===== src/rtl/mdc_commutator_if.sv =====
// rtl/mdc_commutator_if.sv - sample-pair bus for the MDC commutator stage (in_flush present with MDC_COMMUTATOR_FLUSH_EN).
interface mdc_commutator_if #(
   parameter int nb = 16
);
   logic          in_valid;
   logic          in_sof;
   logic [nb-1:0] in_a;
   logic [nb-1:0] in_b;
`ifdef MDC_COMMUTATOR_FLUSH_EN
   logic          in_flush;
`endif
   logic          out_valid;
   logic          out_sof;
   logic [nb-1:0] out_a;
   logic [nb-1:0] out_b;

   modport master (
      output in_valid, in_sof, in_a, in_b,
`ifdef MDC_COMMUTATOR_FLUSH_EN
      output in_flush,
`endif
      input  out_valid, out_sof, out_a, out_b
   );

   modport slave (
      input  in_valid, in_sof, in_a, in_b,
`ifdef MDC_COMMUTATOR_FLUSH_EN
      input  in_flush,
`endif
      output out_valid, out_sof, out_a, out_b
   );
endinterface


===== src/rtl/mdc_commutator.sv =====
// rtl/mdc_commutator.sv - radix-2 MDC commutator: re-pairs (x[n],y[n]) into (x[n],x[n+D]) and (y[n],y[n+D]).
// MDC_COMMUTATOR_FLUSH_EN adds in_flush bubbles that drain the last depth pairs of a stream.
module mdc_commutator #(
   parameter int nb    = 16,
   parameter int depth = 4
) (
   input  logic            clk,
   input  logic            rst,
   mdc_commutator_if.slave bus
);
   localparam int CW = (depth > 1) ? $clog2(2 * depth) : 1;
   localparam int FW = $clog2(depth + 2);
   localparam int PW = $clog2(depth + 1);
   localparam logic [CW-1:0] CNT_LAST = CW'(2 * depth - 1);
   localparam logic [CW-1:0] CNT_HALF = CW'(depth);
   localparam logic [FW-1:0] F_SOF    = FW'(depth);
   localparam logic [FW-1:0] F_SAT    = FW'(depth + 1);
   localparam logic [PW-1:0] P_FULL   = PW'(depth);

   logic [CW-1:0] cnt_q, cnt_d;
   logic [FW-1:0] fidx_q, fidx_d;
   logic [PW-1:0] pcnt_q, pcnt_d;
   logic [nb-1:0] bline_q [depth];
   logic [nb-1:0] bline_d [depth];
   logic [nb-1:0] pline_q [depth];
   logic [nb-1:0] pline_d [depth];
   logic          out_valid_q, out_valid_d;
   logic          out_sof_q, out_sof_d;
   logic [nb-1:0] out_a_q, out_a_d;
   logic [nb-1:0] out_b_q, out_b_d;

   logic          sof_in, accept, primed, drain_ok, valid_now, sel;
   logic [CW-1:0] idx;
   logic [FW-1:0] fidx;
   logic [nb-1:0] sa, sb, bd, p, q;

`ifdef MDC_COMMUTATOR_FLUSH_EN
   logic [PW-1:0] drain_q, drain_d;
   logic          bubble;
`endif

   always_comb begin
      // pcnt_q counts from the first in_sof, so nonzero means a frame has started
      sof_in   = bus.in_valid & bus.in_sof;
      accept   = bus.in_valid & (sof_in | (pcnt_q != '0));
      sa       = bus.in_a;
      sb       = bus.in_b;
      drain_ok = 1'b1;
`ifdef MDC_COMMUTATOR_FLUSH_EN
      bubble  = ~bus.in_valid & bus.in_flush & (pcnt_q != '0);
      drain_d = drain_q;
      if (bubble) begin
         accept   = 1'b1;
         sof_in   = 1'b0;
         sa       = '0;
         sb       = '0;
         drain_ok = (drain_q != P_FULL);
         if (drain_ok) drain_d = drain_q + PW'(1);
      end else if (bus.in_valid) begin
         drain_d = '0;
      end
`endif
      idx       = sof_in ? '0 : cnt_q;
      fidx      = sof_in ? '0 : fidx_q;
      sel       = (idx >= CNT_HALF);
      bd        = bline_q[depth-1];
      p         = sel ? bd : sa;
      q         = sel ? sa : bd;
      primed    = (pcnt_q == P_FULL);
      valid_now = accept & primed & drain_ok;

      cnt_d       = cnt_q;
      fidx_d      = fidx_q;
      pcnt_d      = pcnt_q;
      bline_d     = bline_q;
      pline_d     = pline_q;
      out_a_d     = out_a_q;
      out_b_d     = out_b_q;
      out_valid_d = 1'b0;
      out_sof_d   = 1'b0;
      if (accept) begin
         cnt_d      = (idx == CNT_LAST) ? '0 : idx + CW'(1);
         fidx_d     = (fidx == F_SAT) ? F_SAT : fidx + FW'(1);
         pcnt_d     = primed ? pcnt_q : pcnt_q + PW'(1);
         bline_d[0] = sb;
         pline_d[0] = p;
         for (int i = 1; i < depth; i++) begin
            bline_d[i] = bline_q[i-1];
            pline_d[i] = pline_q[i-1];
         end
         out_a_d     = pline_q[depth-1];
         out_b_d     = q;
         out_valid_d = valid_now;
         out_sof_d   = valid_now & (fidx == F_SOF);
      end
   end

   always_ff @(posedge clk) begin
      if (rst) begin
         cnt_q       <= '0;
         fidx_q      <= '0;
         pcnt_q      <= '0;
         out_valid_q <= 1'b0;
         out_sof_q   <= 1'b0;
         out_a_q     <= '0;
         out_b_q     <= '0;
         for (int i = 0; i < depth; i++) begin
            bline_q[i] <= '0;
            pline_q[i] <= '0;
         end
`ifdef MDC_COMMUTATOR_FLUSH_EN
         drain_q <= '0;
`endif
      end else begin
         cnt_q       <= cnt_d;
         fidx_q      <= fidx_d;
         pcnt_q      <= pcnt_d;
         out_valid_q <= out_valid_d;
         out_sof_q   <= out_sof_d;
         out_a_q     <= out_a_d;
         out_b_q     <= out_b_d;
         bline_q     <= bline_d;
         pline_q     <= pline_d;
`ifdef MDC_COMMUTATOR_FLUSH_EN
         drain_q <= drain_d;
`endif
      end
   end

   assign bus.out_valid = out_valid_q;
   assign bus.out_sof   = out_sof_q;
   assign bus.out_a     = out_a_q;
   assign bus.out_b     = out_b_q;
endmodule


===== src/flat_wrapper.sv =====
// flat-port wrapper written by rule: the top's interface ports become plain ports
module mdc_commutator_flat 
#(
   parameter int nb    = 16,
   parameter int depth = 4
)
  (clk, rst, bus_in_valid, bus_in_sof, bus_in_a, bus_in_b, bus_out_valid, bus_out_sof, bus_out_a, bus_out_b);
  mdc_commutator_if #(.nb(nb)) bus_i ();
  input  logic clk;
  input  logic rst;
  input wire logic [$bits(bus_i.in_valid)-1:0] bus_in_valid;
  input wire logic [$bits(bus_i.in_sof)-1:0] bus_in_sof;
  input wire logic [$bits(bus_i.in_a)-1:0] bus_in_a;
  input wire logic [$bits(bus_i.in_b)-1:0] bus_in_b;
  output wire logic [$bits(bus_i.out_valid)-1:0] bus_out_valid;
  output wire logic [$bits(bus_i.out_sof)-1:0] bus_out_sof;
  output wire logic [$bits(bus_i.out_a)-1:0] bus_out_a;
  output wire logic [$bits(bus_i.out_b)-1:0] bus_out_b;
  assign bus_i.in_valid = bus_in_valid;
  assign bus_i.in_sof = bus_in_sof;
  assign bus_i.in_a = bus_in_a;
  assign bus_i.in_b = bus_in_b;
  assign bus_out_valid = bus_i.out_valid;
  assign bus_out_sof = bus_i.out_sof;
  assign bus_out_a = bus_i.out_a;
  assign bus_out_b = bus_i.out_b;
  mdc_commutator #(.nb(nb), .depth(depth)) u_core (.clk(clk), .rst(rst), .bus(bus_i));
endmodule

===== config.mk =====
export PLATFORM = sky130hd
export DESIGN_NAME = mdc_commutator_flat
export DESIGN_NICKNAME = d
export VERILOG_FILES = /design/src/rtl/mdc_commutator_if.sv /design/src/rtl/mdc_commutator.sv /design/src/flat_wrapper.sv
export SDC_FILE = /design/constraint.sdc
export NUM_CORES = 1
export LEC_CHECK = 0
export CORE_AREA = 2 2 152 80
export CTS_BUF_LIST = sky130_fd_sc_hd__clkbuf_8
export DETAILED_ROUTE_END_ITERATION = 12
export DIE_AREA = 0 0 154 82
export PLACE_DENSITY_LB_ADDON = 0.3
export SKIP_CTS_REPAIR_TIMING = 1
export SYNTH_ARGS = -nofsm -noshare
export SYNTH_HDL_FRONTEND = slang
export SYNTH_SLANG_ARGS = --single-unit
export TNS_END_PERCENT = 1

===== constraint.sdc =====
create_clock -name clk -period 2.03 [get_ports clk]
set_input_delay 0.406 -clock clk [delete_from_list [all_inputs] [get_ports clk]]
set_output_delay 0.406 -clock clk [all_outputs]
set_load 0.01 [all_outputs]

### Word-level counts from Yosys, hierarchy flattened

Cells that the tools add are included.

| operators by class | value |
|---|---|
| $add $sub $neg | 3 |
| order comparisons | 1 |
| equality and inequality tests | 4 |
| mux-type cells | 6 |
| bitwise operators | 7 |
| reduce and logical (&&, ||, !) cells | 3 |

Operator list:

| kind | number |
|---|---|
| 16-bit two-way mux | 2 |
| 3-bit equality test (second input constant) | 4 |
| 3-bit two-way mux | 4 |
| 3-bit by 1-bit adder with 3-bit output (second input constant) | 3 |
| 1-bit bitwise AND | 4 |
| 3-bit greater-or-equal comparator (second input constant) | 1 |
| 3-bit nonzero test | 1 |
| 1-bit inverter | 2 |
| 2-bit AND reduction | 1 |
| 2-bit OR reduction | 1 |
| 1-bit bitwise OR | 1 |

| storage, ports and cells | value |
|---|---|
| register bits after elaboration | 171 |
| input port bits | 36 |
| output and inout bits | 34 |
| word-level logic and storage cells | 39 |

### Depth between registers and ports, before layout

| logic depth | value |
|---|---|
| word-level depth | 5 |
| mapped depth | 9 |
| gate-level depth less buffers | 6 |

### Worst setup path before layout

OpenSTA, ideal clock, no wires.

| timing path | value |
|---|---|
| path type | input-to-reg |
| start point | input port bus_in_sof |
| end point | register u_core.cnt_q[2] |
| setup time | 0.132 ns |
| arrival | 1.364 ns |
| path slack | 0.534 ns |
| stages on the path | 8 |
| path buffers | 2 |
| cell sequence | buf_2 -> nand2_1 -> nand2_2 -> inv_2 -> buf_2 -> ha_1 -> nand2_1 -> a21oi_1 |

| between the ends | value |
|---|---|
| word-level cells in the longest chain between the ends | 4 |
| elaborated cells between the ends (all ways) | 7 |
| those cells by class | add/sub (1); eq/ne (1); mux (2); bitwise (3) |

RTL lines:

| what | line | text |
|---|---|---|
| start: declaration | flat_wrapper.sv:12 | `input wire logic [$bits(bus_i.in_sof)-1:0] bus_in_sof;` |
| 1-bit bitwise AND (*) | mdc_commutator.sv:44 | `sof_in = bus.in_valid & bus.in_sof;` |
| 3-bit two-way mux | mdc_commutator.sv:63 | `idx = sof_in ? '0 : cnt_q;` |
| 3-bit by 1-bit adder with 3-bit output / 3-bit equality test (equally long branches) | mdc_commutator.sv:82 | `cnt_d = (idx == CNT_LAST) ? '0 : idx + CW'(1);` |
| 3-bit two-way mux | mdc_commutator.sv:82 |  |
| end signal: assignment | mdc_commutator.sv:115 | `cnt_q <= cnt_d;` |
| end: declaration | mdc_commutator.sv:20 | `logic [CW-1:0] cnt_q, cnt_d;` |

Mark *: on every way between the ends. The rest lies on a longest branch, timed or not.
A chain may end at the register's enable or synchronous reset.

### Worst setup path after layout

| timing path | value |
|---|---|
| start point | register u_core.pcnt_q[0] |
| end point | register u_core.fidx_q[0] |

| between the ends | value |
|---|---|
| word-level cells in the longest chain between the ends | 3 |

RTL lines:

| what | line | text |
|---|---|---|
| start: declaration | mdc_commutator.sv:22 | `logic [PW-1:0] pcnt_q, pcnt_d;` |
| start signal: assignment | mdc_commutator.sv:117 | `pcnt_q <= pcnt_d;` |
| 3-bit nonzero test | mdc_commutator.sv:45 | `accept = bus.in_valid & (sof_in \| (pcnt_q != '0));` |
| 1-bit bitwise OR | mdc_commutator.sv:45 |  |
| 1-bit bitwise AND | mdc_commutator.sv:45 |  |
| end signal: assignment | mdc_commutator.sv:116 | `fidx_q <= fidx_d;` |
| end: declaration | mdc_commutator.sv:21 | `logic [FW-1:0] fidx_q, fidx_d;` |

Every way passes these cells.

==> results.md <==
* Synth area leader: dfxtp_1
* Clk sinks at 171
* Die Area at 0.0126 sq mm
* FF/Latch Area at 0.00342 sq mm
* DR vias at 5,510
* DIE HEIGHT at 82 um
* CP Capture Type: flip-flop
* Longest Clk Path Bufs at 2
* DR vias/cell at 5.46
* Comb pwr share at 0.106
* Final #Nets at 887
* Number of max-cap violations at 0
* Final Hold Vio Count at 0
* Initial antenna violation count at 0
* Area of the multi-input gates at 0.00263 sq mm
* Vias in the first global route at 5,117
* Core footprint at 0.0114 sq mm
* RSZ-0062 raised after global routing: no
* Final Setup Violations at 0
* Tcrit/Tclk final at 0.919
* # diodes at 0
* Overflow after GRT at 0
* Routed wire length at 14,500 um
* CTS Root Cell: clkbuf_8
* Synth-to-Final Area Change at 21.8%
* Register area share after synthesis at 0.536
* Placement Rows at 28
* Slew @ Worst Pin at 0.516 ns
* CP required at 2.37 ns
* Fill count at 888
* Clk pin slew, worst setup/hold paths at 0.09 ns
* Total power at 7.21 mW
* Synth Area per Inst at 8.05 sq um
* DRC Markers at 0
* Hpwl dp at 9510 um
* Fmax achieved at 536 MHz
* Clk_lat worst skew at 0.45 ns
* First-pass DRT Iterations at 5
* Placer Congestion at 0.866
* Internal at 5.44 mW
* Mapped cell area at 0.00639 sq mm
* Distinct cell type count after synthesis at 32
* Initial Util at 0.561
* PortBufs at 69
* Post-route ant nets at 0
* Yosys warnings at 0
* Commonest cells after routing, fill and taps aside: nand2_1, dfxtp_1, a21oi_1, clkdlybuf4s50_1, nor2_1
* CTS Buf Count at 17
* Largest net degree at the start of global routing at 116
* Global-route wire length before repair at 23,600 um
* Tmin final at 1.87 ns
* Slew Viols, Final at 0
* Clock Skew at 0.0110 ns
* Hold Path Class: input pin to flip-flop
* Peak supply drop at 0.705 mV
* Post-synth top area share at 0.536
* Synthesized flop and latch total at 171
* Pleak at 2.66 nW
* DP Worst Slack at -0.0496 ns
* Gr usage total at 0.237
* Data arrival, critical path at 2.21 ns
* Post-route setup slack at 0.165 ns
* CTS tree: yes
* WL per Instance at 14.3 um
* Initial drt markers at 389
* CP Launch Type: flip-flop
* Cells after synthesis at 794
* Crit Path Class: flip-flop to flip-flop
* Top post-synthesis cells by area: dfxtp_1, nand2_1, a21oi_1
* Synthesized Nets at 834
* Outcome: finished clean
* CP max FO at 15
* Share of layout cells above drive strength 1 at 0.0895
* Clock power frac at 0.401
* H-Tree Depth at 4
* Slew headroom at 0.656
* Ports at 70
* Chip Width at 154 um
* Switching portion of total power at 0.246
* Psw at 1.78 mW
* Share of power burned in registers at 0.493
* Commonest non-fill, non-tap cell in the layout: nand2_1
* Pwr/cell area at 926 mW/mm^2
cells by family (layout without fill, tap and decap cells):
family	after synthesis	in the layout	share of synthesized area
simple gates	379	379	0.230
compound gates	172	173	0.167
flops	171	171	0.536
buf+inv	66	131	0.0562
fa+ha+maj	4	4	0.00783
xor+xnor	1	1	0.00137
mux	1	1	0.00157
synthesized netlist by cell type (all sizes together):
cell type	number
dfxtp	171
mux2i	1
and3b	1
and2	2
o21ai	2
nor3	1
inv	3
a22oi	1
a21oi	132
nand3b	1
nor4b	1
nand2	326
xnor2	1
nor2	39
nand2b	4
and4b	2
clkbuf	27
a311oi	33
a21boi	1
o21a	1
ha	4
a31oi	1
a211oi	1
buf	36
nand3	2
worst max-delay path, cell delays in order, from the launching register on:
cell and delay (ns):
dfxtp_1 0.39, inv_1 0.06, ha_1 0.26, nand2b_2 0.18, o21a_4 0.24, buf_4 0.23
nor2_1 0.08, a311oi_1 0.31
final timing paths:
| kind | from | slack, ns | depth (start not counted) | end |
|---|---|---|---|---|
| setup / recovery | u_core.pcnt_q[0] | 0.16 | 7 | u_core.fidx_q[0] |
| hold / removal | rst | 0.25 | 2 | u_core.bline_q[63] |
| setup reg to reg | u_core.pcnt_q[0] | 0.16 | 7 | u_core.fidx_q[0] |
| hold reg to reg | u_core.pline_q[37] | 0.45 | 2 | u_core.pline_q[21] |
registers in the layout, indices dropped and copies added (netlist names):
signal                flops
u_core.bd                16
u_core.bline_q           48
u_core.bus.out_a         16
u_core.bus.out_b         16
u_core.bus.out_sof        1
u_core.bus.out_valid      1
u_core.cnt_q              3
u_core.fidx_q             3
u_core.pcnt_q             3
u_core.pline_q           64
metrics by stage:
| stage | std cells | cell area, sq um | setup TNS (ns) | hold slack [ns] | utilization |
|---|---|---|---|---|---|
| finish | 1010 | 7780 | 0 | 0.251 | 0.684 |
| floorplan | 794 | 6390 | 0 | 0.427 | - |
| detailed placement | 975 | 7270 | -0.0510 | 0.444 | 0.639 |
| global route | 1010 | 7780 | 0 | 0.240 | 0.684 |
| global placement | 975 | 7270 | 0 | 0.435 | 0.639 |
| CTS | 1007 | 7760 | 0 | 0.223 | 0.681 |
cell type report:
class	instances	area share
clock buffers	18	0.0318
repair buffers	96	0.134
well taps	150	0.0241
multi-input cells	558	0.338
flip-flops and latches	171	0.440
clock inverters	14	0.0309
inverters	3	0.00145
per-layer routing:
metal / routed length (um) / GRT usage / up-vias
li1: - / - / 2712
met1: 6850 / 0.317 / 2617
met2: 6500 / 0.377 / 162
met3: 934 / 0.0586 / 19
met4: 181 / 0.0916 / 0
met5: 0 / 0 / -
power by group through the flow:
stage / registers, mW / clock network, mW / logic, mW
global placement: 3.63 / 0 / 0.720
floorplan: 3.62 / 0 / 0.463
CTS: 3.55 / 2.92 / 0.752
detailed placement: 3.63 / 0 / 0.748
global route: 3.57 / 3.07 / 0.840
finish: 3.56 / 2.89 / 0.765
(Power assumes the default switching activity.)
